--- src/rtl/led_alarm_ctrl.sv ---
// Red-LED blink scheduler for the detonator's three alarm sources.
// Latches request pulses, serves them by fixed priority and only switches on whole-blink boundaries.
module led_alarm_ctrl #(
  parameter int HALF_PERIOD  = 62_500_000,
  parameter int WRONG_BLINKS = 3,
  parameter int WARN_BLINKS  = 1,
  parameter int GAP_HALVES   = 2
) (
  input  logic       clk,
  input  logic       rst_n,
  input  logic       req_warn,
  input  logic       req_wrong,
  input  logic       req_det,
  input  logic       clr_det,
  output logic       led_en,
  output logic       busy,
  output logic [1:0] active,
  output logic       done
);

  localparam int HPW = (HALF_PERIOD > 1) ? $clog2(HALF_PERIOD) : 1;
  localparam logic [HPW-1:0] HP_LAST   = HPW'(HALF_PERIOD - 1);
  localparam logic [4:0]     WRONG_LEN = 5'(2 * WRONG_BLINKS);
  localparam logic [4:0]     WARN_LEN  = 5'(2 * WARN_BLINKS);
  localparam logic [4:0]     GAP_LEN   = 5'(GAP_HALVES);

  localparam logic [1:0] ACT_NONE  = 2'd0;
  localparam logic [1:0] ACT_WARN  = 2'd1;
  localparam logic [1:0] ACT_WRONG = 2'd2;
  localparam logic [1:0] ACT_DET   = 2'd3;

  typedef enum logic [1:0] {
    ST_IDLE = 2'd0,
    ST_RUN  = 2'd1,
    ST_GAP  = 2'd2
  } state_t;

  state_t         state_r;
  logic [HPW-1:0] hp_cnt_r;
  logic [4:0]     half_cnt_r;
  logic [4:0]     gap_cnt_r;
  logic [4:0]     burst_len_r;
  logic           pend_warn_r;
  logic           pend_wrong_r;
  logic           pend_det_r;
  logic           stop_r;

  logic           hp_wrap_s;
  logic [4:0]     half_nxt_s;
  logic [4:0]     gap_nxt_s;
  logic           run_s;
  logic           det_avail_s;
  logic           serve_warn_s;
  logic           serve_wrong_s;
  logic           serve_det_s;
  logic           boundary_s;
  logic           higher_s;
  logic           preempt_s;
  logic           det_end_s;
  logic           burst_end_s;
  logic [1:0]     sel_s;
  logic           take_s;
  logic           pend_warn_nxt_s;
  logic           pend_wrong_nxt_s;
  logic           pend_det_nxt_s;

  // Boundary detection, arbitration and next pending-latch values.
  always_comb begin
    hp_wrap_s     = (hp_cnt_r == HP_LAST);
    half_nxt_s    = half_cnt_r + 5'd1;
    gap_nxt_s     = gap_cnt_r + 5'd1;
    run_s         = (state_r == ST_RUN);
    det_avail_s   = pend_det_r & ~clr_det;
    serve_warn_s  = run_s && (active == ACT_WARN);
    serve_wrong_s = run_s && (active == ACT_WRONG);
    serve_det_s   = run_s && (active == ACT_DET);
    // An even half count after the wrap means a full blink has just finished.
    boundary_s    = run_s && hp_wrap_s && !half_nxt_s[0];

    case (active)
      ACT_WARN:  higher_s = pend_wrong_r | det_avail_s;
      ACT_WRONG: higher_s = det_avail_s;
      default:   higher_s = 1'b0;
    endcase

    preempt_s   = boundary_s && higher_s;
    det_end_s   = boundary_s && serve_det_s && (stop_r || clr_det);
    burst_end_s = run_s && hp_wrap_s && !serve_det_s && (half_nxt_s == burst_len_r) && !preempt_s;

    if (det_avail_s) begin
      sel_s = ACT_DET;
    end else if (pend_wrong_r) begin
      sel_s = ACT_WRONG;
    end else if (pend_warn_r) begin
      sel_s = ACT_WARN;
    end else begin
      sel_s = ACT_NONE;
    end
    take_s = (state_r == ST_IDLE) && (sel_s != ACT_NONE);

    pend_warn_nxt_s  = ((pend_warn_r | (req_warn & ~serve_warn_s)) & ~(take_s && (sel_s == ACT_WARN)))
                       | (preempt_s && (active == ACT_WARN));
    pend_wrong_nxt_s = ((pend_wrong_r | (req_wrong & ~serve_wrong_s)) & ~(take_s && (sel_s == ACT_WRONG)))
                       | (preempt_s && (active == ACT_WRONG));
    pend_det_nxt_s   = (pend_det_r | (req_det & ~serve_det_s)) & ~clr_det & ~(take_s && (sel_s == ACT_DET));
  end

  // Alarm FSM with registered LED enable and status outputs.
  always_ff @(posedge clk or negedge rst_n) begin
    if (!rst_n) begin
      state_r      <= ST_IDLE;
      hp_cnt_r     <= '0;
      half_cnt_r   <= 5'd0;
      gap_cnt_r    <= 5'd0;
      burst_len_r  <= 5'd0;
      pend_warn_r  <= 1'b0;
      pend_wrong_r <= 1'b0;
      pend_det_r   <= 1'b0;
      stop_r       <= 1'b0;
      led_en       <= 1'b0;
      busy         <= 1'b0;
      active       <= ACT_NONE;
      done         <= 1'b0;
    end else begin
      pend_warn_r  <= pend_warn_nxt_s;
      pend_wrong_r <= pend_wrong_nxt_s;
      pend_det_r   <= pend_det_nxt_s;
      done         <= 1'b0;
      case (state_r)
        ST_IDLE: begin
          if (take_s) begin
            state_r     <= ST_RUN;
            led_en      <= 1'b1;
            busy        <= 1'b1;
            active      <= sel_s;
            hp_cnt_r    <= '0;
            half_cnt_r  <= 5'd0;
            stop_r      <= 1'b0;
            burst_len_r <= (sel_s == ACT_WRONG) ? WRONG_LEN : WARN_LEN;
          end
        end
        ST_RUN: begin
          if (preempt_s || burst_end_s || det_end_s) begin
            state_r   <= ST_GAP;
            led_en    <= 1'b0;
            active    <= ACT_NONE;
            done      <= burst_end_s | det_end_s;
            hp_cnt_r  <= '0;
            gap_cnt_r <= 5'd0;
            stop_r    <= 1'b0;
          end else begin
            hp_cnt_r <= hp_wrap_s ? '0 : hp_cnt_r + HPW'(1);
            if (hp_wrap_s) begin
              half_cnt_r <= half_nxt_s;
            end
            if (serve_det_s && clr_det) begin
              stop_r <= 1'b1;
            end
          end
        end
        ST_GAP: begin
          if (hp_wrap_s) begin
            hp_cnt_r  <= '0;
            gap_cnt_r <= gap_nxt_s;
            if (gap_nxt_s == GAP_LEN) begin
              state_r <= ST_IDLE;
              busy    <= 1'b0;
            end
          end else begin
            hp_cnt_r <= hp_cnt_r + HPW'(1);
          end
        end
        default: begin
          state_r <= ST_IDLE;
          led_en  <= 1'b0;
          busy    <= 1'b0;
          active  <= ACT_NONE;
        end
      endcase
    end
  end

endmodule

--- config.mk ---
export PLATFORM = sky130hd
export DESIGN_NAME = led_alarm_ctrl
export DESIGN_NICKNAME = d
export VERILOG_FILES = /design/src/rtl/led_alarm_ctrl.sv
export SDC_FILE = /design/constraint.sdc
export NUM_CORES = 1
export LEC_CHECK = 0
export ABC_CLOCK_PERIOD_IN_PS = 2510
export CAP_MARGIN = 30
export CELL_PAD_IN_SITES_DETAIL_PLACEMENT = 1
export CELL_PAD_IN_SITES_GLOBAL_PLACEMENT = 1
export CORE_MARGIN = 2
export CORE_UTILIZATION = 43
export DETAILED_ROUTE_END_ITERATION = 8
export PLACE_DENSITY = 0.84
export SYNTH_ARGS = -nofsm -noshare
export SYNTH_HDL_FRONTEND = slang
export SYNTH_SLANG_ARGS = --single-unit
--- constraint.sdc ---
create_clock -name clk -period 2.51 [get_ports clk]
set_input_delay 0.502 -clock clk [delete_from_list [all_inputs] [get_ports clk]]
set_output_delay 0.502 -clock clk [all_outputs]
set_load 0.05 [all_outputs]
**Word-level counts from Yosys, hierarchy flattened**

Cells that the tools add are included.

- Reductions and logical operators: 37
- Bitwise gates (word level): 24
- Muxes and demuxes: 36
- Equality and inequality tests: 18
- $add $sub $neg: 3

Operators with widths:

| kind | number |
|---|---|
| $mux 26 | 3 |
| $pmux 26 s3 | 1 |
| $add 26x1->26 const B | 1 |
| $eq 26x26->1 const B | 1 |
| $mux 5 | 5 |
| $pmux 5 s2 | 2 |
| $logic_and 1x1->1 | 18 |
| $mux 2 | 8 |
| $pmux 2 s3 | 2 |
| $reduce_and 4->1 | 3 |
| $add 5x1->5 const B | 2 |
| $eq 2x2->1 const B | 5 |
| $mux 1 | 10 |
| $ne 2x2->1 const B | 5 |
| $not 1->1 | 9 |
| $reduce_and 3->1 | 3 |
| $and 1x1->1 | 8 |
| $or 1x1->1 | 7 |
| $eq 2x1->1 const B | 3 |
| $pmux 1 s3 | 2 |
| $reduce_bool 2->1 | 3 |
| $eq 5x2->1 const B | 1 |
| $eq 5x5->1 | 1 |
| $pmux 1 s2 | 2 |
| 8 further kinds | 13 |

- Word-level logic and storage cells: 131
- Input port bits: 6
- Register bits: 52
- Output and inout bits: 5

**Depth between registers and ports, before layout**

Gate-level depths: netlist (run 1).

- Depth in word-level cells: 11
- Gate-level depth with buffers: 10
- Depth with buffers taken out: 8

**Least setup slack after synthesis (run 1)**

No wires, ideal clock.

- Path type: flip-flop to flip-flop
- Start: register active[0]
- End: register gap_cnt_r[0]
- Clock period less this slack: 2.490 ns
- Slack: 0.020 ns
- Required time: 2.382 ns
- Data arrival time: 2.362 ns
- Path buffers: 0
- Setup time: 0.128 ns
- Stages on the path, launching flop included: 9
- Cell sequence: dfrtp_1 inv_1 ha_1 nor2b_1 a21boi_0 nor3_1 a211oi_2 o21a_2 mux2_1

- Cells in the longest elaborated chain, start to end: 10
- Elaborated cells between the ends (all ways): 17
- Classes of those cells: eq/ne: 4; mux: 1; reduce/logical: 12

RTL lines:

| item | RTL line | RTL |
|---|---|---|
| from (decl) | 17 | `output logic [1:0] active,` |
| from (signal assigned) | 135 | `active <= sel_s;` |
| branches (longest 7 deep; another with $eq 2x2->1) | n/a |  |
| $logic_or 1x1->1 (*) | 143 | `if (preempt_s \|\| burst_end_s \|\| det_end_s) begin` |
| $ne 2x1->1 (no line) (*) | n/a |  |
| $reduce_and 3->1 (no line) (*) | n/a |  |
| to (signal assigned) | 164 | `gap_cnt_r <= gap_nxt_s;` |
| to (decl) | 41 | `logic [4:0] gap_cnt_r;` |

Every way passes the cells marked *.
A chain may end at the register's enable or synchronous reset.

**Final worst setup path (run 1)**

- Start: register hp_cnt_r[14]
- End: register gap_cnt_r[0]

- Cells in the longest elaborated chain, start to end: 10
- Elaborated cells between the ends (all ways): 15
- Classes of those cells: eq/ne: 3; reduce/logical: 12

RTL lines:

| item | RTL line | RTL |
|---|---|---|
| from (decl) | 39 | `logic [HPW-1:0] hp_cnt_r;` |
| from (signal assigned) | 152 | `hp_cnt_r <= hp_wrap_s ? '0 : hp_cnt_r + HPW'(1);` |
| from (signal assigned) | 170 | `hp_cnt_r <= hp_cnt_r + HPW'(1);` |
| $eq 26x26->1 (*) | 69 | `hp_wrap_s = (hp_cnt_r == HP_LAST);` |
| $logic_and 1x1->1 | 78, 88 |  |
| $logic_and 1x1->1 | 78 | `boundary_s = run_s && hp_wrap_s && !half_nxt_s[0];` |
| $logic_and 1x1->1 | 86 | `preempt_s = boundary_s && higher_s;` |
| $logic_not 1->1 | 88 | `burst_end_s = run_s && hp_wrap_s && !serve_det_s && (half_nxt_s == burst_len_r) && !preempt_s;` |
| $logic_and 1x1->1 | 88 |  |
| $logic_or 1x1->1 (2 in a row) | 143 |  |
| $ne 2x1->1 (no line) | n/a |  |
| $reduce_and 3->1 (no line) (*) | n/a |  |

Mark *: on every way between the ends. The rest lies on a longest branch, timed or not.

==> results of run 1 <==
==> logic make-up after synthesis <==
logic type / count (synthesis) / share of synthesized area (%)
muxes: 4 / 1.32
buffers and inverters: 30 / 4.55
DFF: 49 / 39.1
adders and majority gates: 11 / 4.39
and+or+nand+nor: 134 / 25.0
xor gates and xnor gates: 6 / 1.68
AOI/OAI and AO/OA: 119 / 23.9
==> registers in the layout (all words and copies together), names as in the netlist <==
signal,flops
active,2
burst_len_r,2
busy,1
done,1
gap_cnt_r,5
half_cnt_r,5
hp_cnt_r,26
led_en,1
pend_det_r,1
pend_warn_r,1
pend_wrong_r,1
state_r,2
stop_r,1
==> stage by stage <==
stage          instances  setup slack [ps]  setup TNS, ps  area, µm²
6_report             476               162              0       3550
4_1_cts              474              66.4              0       3530
2_1_floorplan        353              20.2              0       3130
3_5_place_dp         466             -59.6           -113       3420
5_1_grt              476              3.42              0       3550
3_3_place_gp         466              71.8              0       3420
==> worst paths after layout <==
path,endpoint,slack (ps),cells after the start
worst max-delay path,gap_cnt_r[0]$_DFFE_PN0P_,160,7
worst min-delay path,hp_cnt_r[10]$_DFFE_PN0P_,290,2
worst max register to register,gap_cnt_r[0]$_DFFE_PN0P_,160,7
worst min register to register,hp_cnt_r[22]$_DFFE_PN0P_,500,1
max in group asynchronous,gap_cnt_r[1]$_DFFE_PN0P_,1790,2
min in group clk,hp_cnt_r[22]$_DFFE_PN0P_,500,1
==> final cells by class <==
type	instances	share of cell area [%]
clock buffer	6	2.04
clock inverter	2	1.09
inverter	15	1.59
multi-input combinational	274	49.7
sequential	49	34.5
tap	99	3.49
timing repair buffer	31	7.57
==> layout by cell type, fill, tap and decap left out, types with 3 or more instances in the layout <==
cell type	n
nor3_1	6
buf_4	19
and2_1	3
xor2_1	3
xnor2_1	3
nand2_1	26
ha_1	11
a21oi_1	20
a211oi_2	3
inv_1	15
nand4_1	8
nor2_1	19
nand3_1	26
nor3b_1	4
clkdlybuf4s50_1	9
o211ai_1	8
nor2b_1	6
or3_1	3
dfrtp_1	49
a22oi_1	3
o21ai_0	32
mux2i_1	3
o31ai_1	6
nor4bb_1	3
nand2b_1	5
clkbuf_8	5
o21ai_1	18
a31oi_1	9
and3_1	6
==> routing by layer <==
metal,up-vias,routed length (µm),part of all wire (%),GRT usage (%)
li1,1365,-,-,-
met1,1423,4200,48,35.6
met2,68,4110,47,36.6
met3,16,322,3.7,3.32
met4,0,159,1.8,6.65
met5,-,0,0,0
==> critical path, stage by stage, from the launching register on <==
cell	delay [ps]
dfrtp_1	460
or4b_4	570
nor4_4	170
buf_6	180
nand2_2	100
a211oi_2	210
o21a_2	180
mux2_1	350
==> synth_stat cells (4+ instances only) <==
| master | number | share of area [%] |
|---|---|---|
| and3_1 | 6 | 1.2 |
| nand4_1 | 8 | 1.6 |
| o21ai_1 | 18 | 2.9 |
| inv_1 | 15 | 1.8 |
| a21oi_1 | 20 | 3.2 |
| nand3_1 | 26 | 4.2 |
| clkbuf_1 | 6 | 0.72 |
| o31ai_1 | 6 | 1.4 |
| nand2b_1 | 5 | 1.0 |
| a31oi_1 | 9 | 1.8 |
| o211ai_1 | 8 | 1.9 |
| nor3_1 | 6 | 0.96 |
| nand2_1 | 26 | 3.1 |
| dfrtp_1 | 49 | 39 |
| nor2b_1 | 6 | 1.2 |
| nor2_1 | 19 | 2.3 |
| o21ai_0 | 32 | 5.1 |
| ha_1 | 11 | 4.4 |
| nor3b_1 | 4 | 0.96 |
==> what timing repair did <==
| item | in CTS | in global routing |
|---|---|---|
| endpoints found under the hold margin | 0 | 0 |
| setup buffers | 0 | 2 |
| gates resized for setup | 0 | 2 |
| endpoints found under the setup margin | 0 | 5 |
==> power by group through the flow <==
stage | Clock (µW) | Sequential (µW) | Combinational, µW
after global routing | 631 | 1090 | 1880
after detailed placement | 0 | 1070 | 1620
after global placement | 0 | 1060 | 1550
after CTS | 601 | 1060 | 1660
after floorplan | 0 | 1140 | 1010
final | 590 | 1070 | 1720
==> metrics.yaml, run 1 <==
status:
  outcome: "complete, no violations"
timing:
  rsz0062_at_grt: "false"
  whs_ps: 289
  slew_headroom_pct: 57.6
  clock_skew_ps: 13.1
  fin_crit_sh_pct: 93.6
  tightest_slew_ps: 636
  fin_crit_ps: 2350
  slew_viol_final: 0
  hold_viol: 0
  clock.fmax_ghz: 0.426
  setup_viol: 0
critical_path:
  cp-end-kind: "flip-flop"
  critPathMaxFanout: 7
  crit_start: "hp_cnt_r[14]$_DFFE_PN0P_"
  cp.required_ps: 2700
  cp-start-kind: "flip-flop"
  crit_arrival_ps: 2540
  path_class: "reg -> reg"
  r2r_start: "hp_cnt_r[14]$_DFFE_PN0P_"
pwr:
  power_uw: 3370
  intPower_uw: 1870
  clock_power_share_pct: 17.5
  ir_drop_uv: 519
  cellPowerDensity_nw_per_um2: 950
  swShare_pct: 44.5
  p_seq_share_pct: 31.6
  p_leak_uw: 0.00146
  power_frac_comb_pct: 50.9
  power_switching_uw: 1500
floorplanning:
  num_rows: 31
  dieArea_um2: 7990
  die_y_um: 89.4
  coreArea_um2: 7140
  die_w_um: 89.4
  start_util_pct: 43.9
  io_pins: 11
cts:
  clk_pin_slew_ps: 100
  cts_tree: "done"
  worstSkewPairLatency_ps: 320
  clock_sinks: 49
  cts_root_buf: "clkbuf_8"
  cts-hold-fix-buffers: 0
  cts_buffer_depth: 2
  cts_made_buffers: 5
  cts.htree.levels: 2
grt:
  antenna_found_initial: 0
  grt_util_all_layers_pct: 24.0
  grt_max_degree: 50
  grt_first_pass_wirelength_um: 15000
  overflow: 0
  grt_pass1_vias: 2941
drt:
  vias_per_cell: 6.03
  wirelength_um: 8790
  drt_first_pass_iters: 4
  vias: 2872
  postRouteAntennaNets: 0
  drt-initial-drc-count: 183
  wire_per_inst_um: 18.5
  post-route-drc-count: 0
yosys:
  synthFlopType: "dfrtp_1"
  ys_warn_count: 0
  synth_seq_cells: 49
  synth_area_um2: 3130
  synth_area_per_cell_um2: 8.88
  synth_seq_area_share_pct: 39.1
  synthArstFlopShare_pct: 100
  synth_edf_count: 0
  synth_nets: 370
  netlist_instances: 353
  synthDistinctLibCells: 61
layout:
  drive_above_1_share_pct: 12.2
  layout.area.seq_um2: 1230
  num-fill-cells: 874
  insertedDiodeCount: 0
  final_core_util_pct: 49.8
  syn_to_final_growth_pct: 13.3
  multi_input_area_um2: 1770
  nets: 393
placement:
  place.gp.congestion: 0.942
  portBuffers: 10
  hpwlAfterDp_um: 6060
job:
  cap_violations: 0
worst_hold_path:
  hp-class: "in -> async"
Power figures use the tool's default switching activity.
==> run 2: changes to the inputs <==
--- a/config.mk
+++ b/config.mk
@@ -5,12 +5,13 @@
 export SDC_FILE = /design/constraint.sdc
 export NUM_CORES = 1
 export LEC_CHECK = 0
-export ABC_CLOCK_PERIOD_IN_PS = 2510
+export ABC_CLOCK_PERIOD_IN_PS = 2080
 export CAP_MARGIN = 30
 export CELL_PAD_IN_SITES_DETAIL_PLACEMENT = 1
 export CELL_PAD_IN_SITES_GLOBAL_PLACEMENT = 1
 export CORE_MARGIN = 2
 export CORE_UTILIZATION = 43
+export CTS_CLUSTER_DIAMETER = 150
 export DETAILED_ROUTE_END_ITERATION = 8
 export PLACE_DENSITY = 0.84
 export SYNTH_ARGS = -nofsm -noshare
==> constraint.sdc (replaced) <==
create_clock -name clk -period 2.08 [get_ports clk]
set_input_delay 0.416 -clock clk [delete_from_list [all_inputs] [get_ports clk]]
set_output_delay 0.416 -clock clk [all_outputs]
set_load 0.05 [all_outputs]
==> metrics.yaml, run 2 (synthesis gave the netlist of run 1 again) <==
critical_path:
  cp-end-kind: "flip-flop"  # unchanged
  slowest_stage: "nor4_1"  # was or4b_4
  crit_arrival_ps: 2550  # was 2540 ps
  path_class: "reg -> reg"  # unchanged
  critPathMaxFanout: 6  # was 7
  regToRegSetupSlack_ps: -260  # was 160 ps
  cp.required_ps: 2290  # was 2700 ps
  cp-start-kind: "flip-flop"  # unchanged
  crit_family: "simple AND/OR/NAND/NOR gates"  # unchanged
  crit_path_cell_trace: "buf_4, ha_1, nor2b_1, a21boi_2, nor4_1, a211oi_2, buf_4, a21oi_1, a21oi_1"  # was or4b_4, nor4_4, buf_6, nand2_2, a211oi_2, o21a_2, mux2_1
  cpPeakStageDelay_ps: 520  # was 570 ps
  critPathBufInv: 2  # was 1
  rr_worst_depth: 9  # was 7
  r2r_start: "active[0]$_DFFE_PN0P_"  # was hp_cnt_r[14]$_DFFE_PN0P_
  timing.rr.end: "led_en$_DFFE_PN0P_"  # was gap_cnt_r[0]$_DFFE_PN0P_
cts:
  clock_sinks: 49  # unchanged
  clk_pin_slew_ps: 110  # was 100 ps
  cts.htree.levels: 2  # unchanged
  cts_root_buf: "clkbuf_8"  # unchanged
  cts_tree: "done"  # unchanged
  worstSkewPairLatency_ps: 330  # was 320 ps
  cts_buffer_depth: 2  # unchanged
  cts_made_buffers: 5  # unchanged
  cts-hold-fix-buffers: 0  # unchanged
timing:
  rsz0062_at_grt: "true"  # was false
  clock_skew_ps: 16.5  # was 13.1 ps
  fin_crit_sh_pct: 113  # was 93.6%
  clock.fmax_ghz: 0.426  # about the same
  fin_crit_ps: 2340  # was 2350 ps
  fin_ws_ps: -265  # was 162 ps
  tightest_slew_ps: 549  # was 636 ps
  slew_viol_final: 0  # unchanged
  finalSetupTns_ps: -6790  # was 0 ps
  hold_viol: 0  # unchanged
  slew_headroom_pct: 63.1  # was 57.6%
  setup_viol: 42  # was 0
placement:
  place.gp.congestion: 0.901  # was 0.942
  place_ws_ps: -435  # was -59.6 ps
  place_area_um2: 3840  # was 3420 µm²
  hpwlAfterDp_um: 7270  # was 6060 µm
  portBuffers: 10  # unchanged
  dp.cells: 519  # was 466
pwr:
  ir_drop_uv: 990  # was 519 µV
  p_leak_uw: 0.00187  # was 0.00146 µW
  power_uw: 5220  # was 3370 µW
  cellPowerDensity_nw_per_um2: 1190  # was 950 nW/µm²
job:
  cap_violations: 0  # unchanged
layout:
  regMostFlops: "hp_cnt_r"  # unchanged
  syn_to_final_growth_pct: 40.5  # was 13.3%
  drive_above_1_share_pct: 36.6  # was 12.2%
  nets: 451  # was 393
  multi_input_area_um2: 2100  # was 1770 µm²
  final_cell_mix: "buf_4, dfrtp_1, o21ai_1"  # was dfrtp_1, o21ai_0, nand2_1, nand3_1, a21oi_1
  largest_register_ff_count: 26  # unchanged
  reg_top3: "hp_cnt_r (26), gap_cnt_r (5), half_cnt_r (5)"  # unchanged
  final_area_um2: 4400  # was 3550 µm²
  final_common_cell: "buf_4"  # was dfrtp_1
  num-fill-cells: 825  # was 874
  layout.area.seq_um2: 1230  # about the same
  final_cells: 534  # was 476
  insertedDiodeCount: 0  # unchanged
drt:
  post-route-drc-count: 0  # unchanged
  drt_first_pass_iters: 5  # was 4
  vias_per_cell: 6.66  # was 6.03
  postRouteAntennaNets: 0  # unchanged
  vias: 3554  # was 2872
  wirelength_um: 14100  # was 8790 µm
  drt-initial-drc-count: 246  # was 183
  wire_per_inst_um: 26.5  # was 18.5 µm
grt:
  grt_util_all_layers_pct: 30.4  # was 24.0%
  grt_max_degree: 27  # was 50
  grt_pass1_vias: 3550  # was 2941
  overflow: 0  # unchanged
  grt_first_pass_wirelength_um: 18300  # was 15000 µm
  antenna_found_initial: 0  # unchanged
floorplanning:
  dieArea_um2: 7990  # unchanged
  io_pins: 11  # unchanged
  coreArea_um2: 7140  # unchanged
  die_y_um: 89.4  # unchanged
  start_util_pct: 43.9  # unchanged
  num_rows: 31  # unchanged
  die_w_um: 89.4  # unchanged
worst_hold_path:
  hp-class: "in -> async"  # unchanged
status:
  violations: "negative setup slack"
  outcome: "finished, violations left"  # was complete, no violations
[run 2: metal layers]
| layer | wire, µm | track usage [%] |
|---|---|---|
| met1 | 5590 | 37.9 |
| met3 | 983 | 6.37 |
| met4 | 879 | 15.6 |
| met5 | 0 | 0 |
| met2 | 6690 | 49.8 |
[run 2: area by class of cell]
class | count | share of cell area (%)
clock inverter | 2 | 0.313
inverter | 15 | 1.28
multi-input combinational | 274 | 47.8
clock buffer | 6 | 1.88
timing repair buffer | 89 | 18.0
sequential | 49 | 27.9
tap | 99 | 2.81
[run 2: what timing repair did]
item / 4_1_cts / 5_1_grt
setup endpoints to repair: 41 / 46
pin swaps: 7 / 25
buffers inserted: 3 / 2
cloned: 1 / 2
gates resized for setup: 26 / 78
[run 2: worst max path at each step]
stage	start	endpoint	slack, ps	cells after the start
finish	active[0]$_DFFE_PN0P_	led_en$_DFFE_PN0P_	-260	9
global route	hp_cnt_r[3]$_DFFE_PN0P_	hp_cnt_r[25]$_DFFE_PN0P_	-320	7
CTS	hp_cnt_r[14]$_DFFE_PN0P_	half_cnt_r[3]$_DFFE_PN0P_	-150	7
detailed placement	clr_det	hp_cnt_r[11]$_DFFE_PN0P_	-440	6
global placement	clr_det	gap_cnt_r[0]$_DFFE_PN0P_	-270	7
floorplan	hp_cnt_r[14]$_DFFE_PN0P_	gap_cnt_r[0]$_DFFE_PN0P_	-260	6
[run 2: report_power, final]
part / leakage, µW / internal [µW] / switching [µW] / total (µW)
registers: 0.000655 / 1100 / 196 / 1300
logic: 0.00116 / 1350 / 1920 / 3260
clock network: 0.0000512 / 271 / 387 / 658
total: 0.00187 / 2720 / 2500 / 5220
[run 2: through the flow]
step                      hold WS, ps  util [%]
final                            54.2      61.7
after global routing             70.8      61.7
after CTS                        77.1      57.3
after detailed placement          418      53.8
after global placement            404      53.8
after floorplan                   120         -
[run 2: worst reg2reg max path: cells and delay by family (launching register included)]
family	cells	cell delay [ps]
AO/OA/AOI/OAI	4	570
adder cells (fa/ha/maj)	1	220
buffers and inverters	2	340
flip-flops	1	420
AND/OR/NAND/NOR	2	700
==> run 3: changes to the inputs <==
--- a/config.mk
+++ b/config.mk
@@ -5,7 +5,6 @@
 export SDC_FILE = /design/constraint.sdc
 export NUM_CORES = 1
 export LEC_CHECK = 0
-export ABC_CLOCK_PERIOD_IN_PS = 2080
 export CAP_MARGIN = 30
 export CELL_PAD_IN_SITES_DETAIL_PLACEMENT = 1
 export CELL_PAD_IN_SITES_GLOBAL_PLACEMENT = 1
==> results of run 3 <==
Final layout, timing and power as in run 2 (identical DEF).
